===== config.mk =====
export PLATFORM = sky130hd
export DESIGN_NAME = pc_ctrl_flat
export DESIGN_NICKNAME = d
export VERILOG_FILES = /design/src/rtl/pc_ctrl_pkg.sv /design/src/rtl/pc_ctrl_if.sv /design/src/rtl/pc_ctrl_op_class_dec.sv /design/src/rtl/pc_ctrl.sv /design/src/flat_wrapper.sv
export SDC_FILE = /design/constraint.sdc
export NUM_CORES = 1
export LEC_CHECK = 0
export BUFFER_PORTS_ARGS = -buffer_cell sky130_fd_sc_hd__buf_2
export CORE_UTILIZATION = 40
export CTS_BUF_LIST = sky130_fd_sc_hd__clkbuf_4 sky130_fd_sc_hd__clkbuf_8
export DETAILED_ROUTE_END_ITERATION = 10
export GPL_ROUTABILITY_DRIVEN = 0
export PLACE_DENSITY = 0.71
export SLEW_MARGIN = 20
export SYNTH_ARGS = -nofsm -noshare
export SYNTH_HDL_FRONTEND = slang
export SYNTH_SLANG_ARGS = --single-unit

===== constraint.sdc =====
create_clock -name clk -period 1.7 [get_ports clk]
set_input_delay 0.255 -clock clk [delete_from_list [all_inputs] [get_ports clk]]
set_output_delay 0.255 -clock clk [all_outputs]
set_load 0.02 [all_outputs]

===== src/rtl/pc_ctrl_pkg.sv =====
// Shared types and constants for the program-counter control FSM.
package pc_ctrl_pkg;

  // Next-PC select encodings driven towards the PC mux
  typedef enum logic [2:0] {
    PCSRC_BRZR   = 3'b000,
    PCSRC_BRZI   = 3'b100,
    PCSRC_JI     = 3'b101,
    PCSRC_NO_JMP = 3'b110
  } pcsrc_e;

  // Opcodes that the controller treats specially; everything else is ALU
  localparam logic [3:0] OP_BRZR = 4'h0;
  localparam logic [3:0] OP_BRZI = 4'h8;
  localparam logic [3:0] OP_JI   = 4'hA;
  localparam logic [3:0] OP_HALT = 4'hF;

  // Opcode classes produced by op_class_dec
  typedef enum logic [2:0] {
    CLS_BR_REG,
    CLS_BR_IMM,
    CLS_JUMP,
    CLS_HALT,
    CLS_ALU
  } op_class_e;

  // Controller FSM states
  typedef enum logic [2:0] {
    S_BOOT,
    S_FETCH,
    S_DECODE,
    S_EXEC,
    S_HALT
  } state_e;

endpackage


===== src/rtl/pc_ctrl_if.sv =====
// Controller <-> datapath/instruction-memory signal bundle.
interface pc_ctrl_if;
  import pc_ctrl_pkg::*;

  logic [3:0] op;        // upper nibble of the instruction register
  logic       imem_ack;  // instruction word present on the bus this cycle
  logic       imem_req;  // fetch request
  logic       ir_we;     // instruction register load strobe
  pcsrc_e     pcsrc;     // next-PC select
  logic       pc_we;     // PC write enable
  logic       rf_we;     // register file write enable

  // Controller side
  modport master (
    input  op, imem_ack,
    output imem_req, ir_we, pcsrc, pc_we, rf_we
  );

  // Datapath / memory side
  modport slave (
    output op, imem_ack,
    input  imem_req, ir_we, pcsrc, pc_we, rf_we
  );
endinterface


===== src/rtl/pc_ctrl_op_class_dec.sv =====
// Purely combinational opcode classifier.
module op_class_dec
  import pc_ctrl_pkg::*;
(
  input  logic [3:0] i_op,
  output op_class_e  o_class
);

  // Map the opcode nibble onto the class the controller acts on
  always_comb begin
    case (i_op)
      OP_BRZR: o_class = CLS_BR_REG;
      OP_BRZI: o_class = CLS_BR_IMM;
      OP_JI:   o_class = CLS_JUMP;
      OP_HALT: o_class = CLS_HALT;
      default: o_class = CLS_ALU;
    endcase
  end

endmodule


===== src/rtl/pc_ctrl.sv =====
// Program-counter control FSM: BOOT -> FETCH -> DECODE -> EXEC, with a
// fetch timeout into HALT and a resume path back to FETCH.
module pc_ctrl
  import pc_ctrl_pkg::*;
#(
  parameter int FETCH_TIMEOUT = 15  // 1..15 cycles without ack before error
) (
  input  logic             clk,
  input  logic             rst_n,
  pc_ctrl_if.master        bus,
  input  logic             i_resume,
  output logic             o_halted,
  output logic             o_fetch_err,
  output logic [7:0]       o_retire_cnt
);

  // Counter value seen in the last FETCH cycle before the timeout fires
  localparam logic [3:0] TIMEOUT_LAST = 4'(FETCH_TIMEOUT - 1);

  state_e     r_state;
  state_e     w_next_state;
  logic [3:0] r_wait_cnt;
  logic       r_fetch_err;
  logic [7:0] r_retire_cnt;
  op_class_e  w_op_class;
  logic       w_timeout;
  logic       w_retire;

  op_class_dec u_op_class_dec (
    .i_op    (bus.op),
    .o_class (w_op_class)
  );

  // State register; reset aborts any in-flight fetch or execute at once
  // NOTE: sequential state uses non-blocking (<=) so every flop samples
  // pre-edge values regardless of block ordering.
  always_ff @(posedge clk or negedge rst_n) begin
    if (!rst_n) r_state <= S_BOOT;
    else        r_state <= w_next_state;
  end

  // Next state, Moore strobes and the Mealy ir_we / resume pc_we
  // NOTE: every output gets a default before the case so no path leaves a
  // signal unassigned, which would otherwise infer a latch.
  always_comb begin
    w_next_state = r_state;
    bus.imem_req = 1'b0;
    bus.ir_we    = 1'b0;
    bus.pcsrc    = PCSRC_NO_JMP;
    bus.pc_we    = 1'b0;
    bus.rf_we    = 1'b0;
    o_halted     = 1'b0;
    w_timeout    = 1'b0;
    w_retire     = 1'b0;
    case (r_state)
      S_BOOT: w_next_state = S_FETCH;
      S_FETCH: begin
        bus.imem_req = 1'b1;
        if (bus.imem_ack) begin
          // ack beats a coincident timeout
          bus.ir_we    = 1'b1;
          w_next_state = S_DECODE;
        end else if (r_wait_cnt == TIMEOUT_LAST) begin
          w_timeout    = 1'b1;
          w_next_state = S_HALT;
        end
      end
      S_DECODE: w_next_state = S_EXEC;
      S_EXEC: begin
        w_next_state = S_FETCH;
        w_retire     = 1'b1;
        bus.pc_we    = 1'b1;
        case (w_op_class)
          CLS_BR_REG: bus.pcsrc = PCSRC_BRZR;
          CLS_BR_IMM: bus.pcsrc = PCSRC_BRZI;
          CLS_JUMP:   bus.pcsrc = PCSRC_JI;
          CLS_HALT: begin
            // PC keeps the HALT address; not counted as retired
            bus.pc_we    = 1'b0;
            w_retire     = 1'b0;
            w_next_state = S_HALT;
          end
          default:    bus.rf_we = 1'b1;
        endcase
      end
      S_HALT: begin
        o_halted = 1'b1;
        if (i_resume) begin
          bus.pc_we    = 1'b1;
          w_next_state = S_FETCH;
        end
      end
      default: w_next_state = S_BOOT;
    endcase
  end

  // Fetch wait counter: counts unacknowledged FETCH cycles, clear elsewhere
  always_ff @(posedge clk or negedge rst_n) begin
    if (!rst_n)                                      r_wait_cnt <= 4'd0;
    else if (r_state != S_FETCH || bus.imem_ack || w_timeout) r_wait_cnt <= 4'd0;
    else                                             r_wait_cnt <= r_wait_cnt + 4'd1;
  end

  // Sticky fetch error and wrapping retired-instruction counter
  always_ff @(posedge clk or negedge rst_n) begin
    if (!rst_n) begin
      r_fetch_err  <= 1'b0;
      r_retire_cnt <= 8'd0;
    end else begin
      if (w_timeout) r_fetch_err  <= 1'b1;
      if (w_retire)  r_retire_cnt <= r_retire_cnt + 8'd1;
    end
  end

  assign o_fetch_err  = r_fetch_err;
  assign o_retire_cnt = r_retire_cnt;

endmodule


===== src/flat_wrapper.sv =====
// flat-port wrapper written by rule: the top's interface ports become plain ports
module pc_ctrl_flat import pc_ctrl_pkg::*;
#(
  parameter int FETCH_TIMEOUT = 15                                          
)
  (clk, rst_n, i_resume, o_halted, o_fetch_err, o_retire_cnt, bus_op, bus_imem_ack, bus_imem_req, bus_ir_we, bus_pcsrc, bus_pc_we, bus_rf_we);
  pc_ctrl_if bus_i ();
  input  logic clk;
  input  logic rst_n;
  input  logic i_resume;
  output logic o_halted;
  output logic o_fetch_err;
  output logic [7:0] o_retire_cnt;
  input wire logic [$bits(bus_i.op)-1:0] bus_op;
  input wire logic [$bits(bus_i.imem_ack)-1:0] bus_imem_ack;
  output wire logic [$bits(bus_i.imem_req)-1:0] bus_imem_req;
  output wire logic [$bits(bus_i.ir_we)-1:0] bus_ir_we;
  output wire logic [$bits(bus_i.pcsrc)-1:0] bus_pcsrc;
  output wire logic [$bits(bus_i.pc_we)-1:0] bus_pc_we;
  output wire logic [$bits(bus_i.rf_we)-1:0] bus_rf_we;
  assign bus_i.op = bus_op;
  assign bus_i.imem_ack = bus_imem_ack;
  assign bus_imem_req = bus_i.imem_req;
  assign bus_ir_we = bus_i.ir_we;
  assign bus_pcsrc = bus_i.pcsrc;
  assign bus_pc_we = bus_i.pc_we;
  assign bus_rf_we = bus_i.rf_we;
  pc_ctrl #(.FETCH_TIMEOUT(FETCH_TIMEOUT)) u_core (.clk(clk), .rst_n(rst_n), .bus(bus_i), .i_resume(i_resume), .o_halted(o_halted), .o_fetch_err(o_fetch_err), .o_retire_cnt(o_retire_cnt));
endmodule

[Yosys cells after proc, flatten, opt, wreduce, memory -nomap -nowiden]
Cells that the tools add are included.
Operators by class
  $add $sub $neg: 2
  reduce and logical (&&, ||, !) cells: 7
  eq/ne operators: 14
  muxes and demuxes: 22
Operator list (count)
  == test 4 bit, second input constant: 4
  2-to-1 mux 3 bit: 5
  case mux 3 bit (5 select lines): 1
  == test 3 x 2 -> 1 bit, second input constant: 4
  2-to-1 mux 1 bit: 12
  case mux 3 bit (4 select lines): 1
  case mux 3 bit (3 select lines): 1
  adder 8 x 1 -> 8 bit, second input constant: 1
  == test 3 x 1 -> 1 bit, second input constant: 2
  logical NOT 3 bit: 2
  adder 4 x 1 -> 4 bit, second input constant: 1
  logical NOT 4 bit: 1
  2-to-1 mux 4 bit: 1
  OR reduction 4 bit: 1
  == test 3 bit, second input constant: 1
  inequality test 3 x 1 -> 1 bit, second input constant: 1
  inequality test 3 x 2 -> 1 bit, second input constant: 1
  logical OR 1 bit: 2
  inequality test 2 bit, second input constant: 1
  case mux 1 bit (2 select lines): 1
  AND reduction 2 bit: 1
Word-level totals
  bits of input ports: 8
  register bits: 16

[Longest topological paths before layout]
  depth after elaboration: 6
  depth in mapped cells: 5

[By module]
A second synthesis with hierarchy kept.
Second synthesis, totals
  cell total of the unflattened synthesis: 85
  area total of the unflattened synthesis: 925.9 µm²
Modules (own cells, without submodules)
  pc_ctrl: instances 1, seq. area each 400.4 µm², cells each 78, area each 874.6 µm²
  op_class_dec: instances 1, seq. area each 0.0 µm², cells each 7, area each 51.3 µm²

[Least setup slack after synthesis]
No wires, ideal clock.
  kind: flip-flop to output port
  from: register u_core.r_state[1]
  to: output bus_ir_we
  buffers on the path: 0
  data required time: 1.445 ns
  stages on the path, launching flop included: 3
  setup slack: 0.113 ns
  arrival time: 1.332 ns
  path through: dfrtp_1 nor3b_1 and2_1
Between the ends
  word-level cells in the longest chain between the ends: 2
Ends and longest elaborated chain
  start: declaration: RTL line pc_ctrl.sv:20  | state_e r_state;
  start signal: assignment: RTL line pc_ctrl.sv:39  | else r_state <= w_next_state;
  == test 3 x 1 -> 1 bit: RTL line pc_ctrl.sv:55  | case (r_state)
  2-to-1 mux 1 bit: RTL line pc_ctrl.sv:55
  end: declaration: RTL line flat_wrapper.sv:17  | output wire logic [$bits(bus_i.ir_we)-1:0] bus_ir_we;
Every way passes these cells.

[Worst setup path after layout]
  from: register u_core.r_state[2]
  to: output bus_pcsrc[0]
Between the ends
  word-level cells in the longest chain between the ends: 2
Ends and longest elaborated chain
  == test 3 x 2 -> 1 bit: RTL line pc_ctrl.sv:55
  2-to-1 mux 3 bit: RTL line pc_ctrl.sv:55
  end: declaration: RTL line flat_wrapper.sv:18  | output wire logic [$bits(bus_i.pcsrc)-1:0] bus_pcsrc;
Every way passes these cells.

==> summary.md <==
| Metric | Value |
|---|---|
| Max Used Layer | `met3` |
| Syn Area/Cell | `10.3 um^2` |
| Clock Power Share | `12.7%` |
| Clock latency on the worst-skew pair | `270 ps` |
| Fin nets | `124` |
| Comb pwr share | `44.7%` |
| Worst hold path type | `primary input to flop` |
| HPWL after DPL | `1210 um` |
| TritonCTS clock tree | `yes` |
| Synth area leader | `dfrtp_1` |
| Sequential share of power | `42.6%` |
| Met1 WL | `718 um` |
| Most used DFF post-synth | `dfrtp_1` |
| Total CTS buffers | `3` |
| Period utilization | `96.6%` |
| Status | `complete, no violations` |
| Initial Util | `44.7%` |
| Clk root buf | `clkbuf_4` |
| Clk buf depth | `2` |
| Layout cells sized above 1 | `35.1%` |
| EDFF count, synth | `0` |
| Row count | `15` |
| Gate count after technology mapping | `79` |
| First-pass GRT wire length | `2280 um` |
| Peak fanout along the critical path | `4` |
| Crit path buf inv count | `1` |
| Die H | `47.1 um` |
| Register area share after synthesis | `49.2%` |
| Setup CP Type | `flop to primary output` |
| Worst slew pin tran | `383 ps` |
| Switching Share | `41.8%` |
| RSZ-0062 raised after global routing | `true` |
| Vias in the first global route | `561` |
| Initial antenna violation count | `0` |
| Max-Cap Viols | `0` |
| Via Count | `685` |
| # port buffers | `24` |
| Ranking of synthesized cells by area | `dfrtp_1, xnor2_1, ha_1` |
| Remaining antenna violation count | `0` |
| Clock skew | `0.929 ps` |
| Net count after synthesis | `90` |
| Distinct cells, synth | `24` |
| Metal3 WL | `51 um` |
| Core area | `0.00182 mm^2` |
| Relative slew slack | `74.1%` |
| CP Capture Type | `primary output` |
| DR iter-0 viols | `8` |
| TNS Setup | `0 ps` |
| Family with the most delay on the worst path | `simple AND/OR/NAND/NOR gates` |
| Cell with the most instances after synthesis | `dfrtp_1` |
| Final core occ | `57.2%` |
| Met2 WL | `788 um` |
| Critical path launch point type | `flop` |
| Crit path largest cell delay | `410 ps` |
| Post-synthesis register bit count | `16` |
| Smallest hold slack | `250 ps` |
| Cell area power density | `1440 mW/mm^2` |
| Area Overhead vs Synth | `28.0%` |
| Die area | `0.00222 mm^2` |
| DRC Markers | `0` |
| Final setup violation count | `0` |
| Clock tree sinks | `16` |
| Io pins | `25` |
| Crit-path cells | `nand3b_1 -> nor3_2 -> and3_1 -> buf_6` |
| Minimum clock period | `1640 ps` |
| Static leakage power | `0.000508 uW` |
| Final Hold Fails | `0` |
| Synth top cells by count | `dfrtp_1, nand2_1, nor2_1, nand3_1, xnor2_1` |
| DR pass1 iterations | `4` |
| Synth Cell Area | `813 um^2` |
| Clock transition at path regs | `90 ps` |
| Routed WL | `1560 um` |
| Slew Viols, Final | `0` |
| Via density | `5.04` |
| Synth top area share | `49.2%` |
| Routed len/inst | `11.5 um` |
| Power Internal | `871 uW` |
| Slowest-stage cell, CP | `dfrtp_1` |
| Depth of the CTS H-tree | `1` |
| CP Data Arrival Time | `1390 ps` |
| Fmax | `0.609 GHz` |
| Switching pwr | `626 uW` |
| Largest net degree at the start of global routing | `17` |
| Tot GR Track Use | `14.9%` |
| Worst EP required | `1440 ps` |
| Peak supply drop | `0.836 mV` |
| # diodes | `0` |
| Post-synth ARST share | `100%` |
| Remaining global-route overflow | `0` |
| Die X-Extent | `47.1 um` |
| Synth warnings | `0` |
## metal layers
metal	vias to the layer above	track usage, %
met1	330	19.7
met4	0	5.14
li1	341	-
met3	0	3.46
met5	-	0
met2	14	23.9
## state kept, by name, summed over array words and instances, names as in the netlist
signal / count
u_core.o_fetch_err: 1
u_core.r_state: 3
u_core.o_retire_cnt: 8
u_core.r_wait_cnt: 4
## worst register-to-register path, cell delays in order, from the launching register on
cell and delay (ps):
dfrtp_1 410, buf_4 150, nor4b_1 380, nand2_1 210, nor2_1 130
## layout make-up
class | instances | area [um^2]
fill | 173 | 779
multi-input combinational | 61 | 410
sequential | 16 | 403
timing repair buffer | 29 | 166
tap | 25 | 31.3
clock buffer | 3 | 22.5
inverter | 2 | 7.51
## power by group through the flow
stage	sequential, uW	clock, uW	combinational, uW
detailed placement	648	0	634
finish	638	190	669
CTS	636	198	662
global placement	639	0	625
floorplan	709	0	362
global route	660	219	746
## final timing paths
check,from,to,slack (ps),cells past startpoint
worst min register to register,u_core.o_retire_cnt[7],u_core.o_retire_cnt[7],460,1
worst max-delay path,u_core.r_state[2],bus_pcsrc[0],60,4
worst min-delay path,i_resume,u_core.r_state[2],250,2
worst max register to register,u_core.r_state[2],u_core.r_wait_cnt[2],340,4
min in group asynchronous,rst_n,u_core.o_retire_cnt[2],410,2
max in group asynchronous,rst_n,u_core.r_state[0],1020,2
## stage by stage
stage	power, uW	setup WS (ps)	instance area [um^2]	instances
floorplan	1070	113	813	79
global placement	1260	211	972	129
detailed placement	1280	148	972	129
CTS	1500	35.1	1020	135
global route	1620	-2.73	1040	136
finish	1500	58.3	1040	136
## cells by family after synthesis
family | Yosys count | synth area share [%]
flops | 16 | 49.2
simple gates | 44 | 30.2
compound gates | 3 | 2.62
mux | 2 | 2.77
fa+ha+maj | 3 | 4.62
xor+xnor | 9 | 9.69
buf+inv | 2 | 0.923
## cells in the final DEF, fill, tap and decap left out, types with 2 or more instances in the layout
cell type and count:
buf_4 4, and2_1 2, nand2b_1 4, dfrtp_2 2, nor2_1 8, xnor2_1 6
nand3_1 6, xor2_1 3, nand2_1 8, dfrtp_1 14, ha_1 3, nand4_1 4
inv_1 2, clkbuf_4 3, buf_2 23, mux2_2 2, and3_1 2, and4_1 2
## repair_timing
action,CTS,global route
hold endpoints to repair,16,0
buffers inserted,2,1
endpoints found under the setup margin,4,2
hold buffers,1,0
gates resized for setup,1,4
No activity file was read; power rests on OpenSTA's default activity.
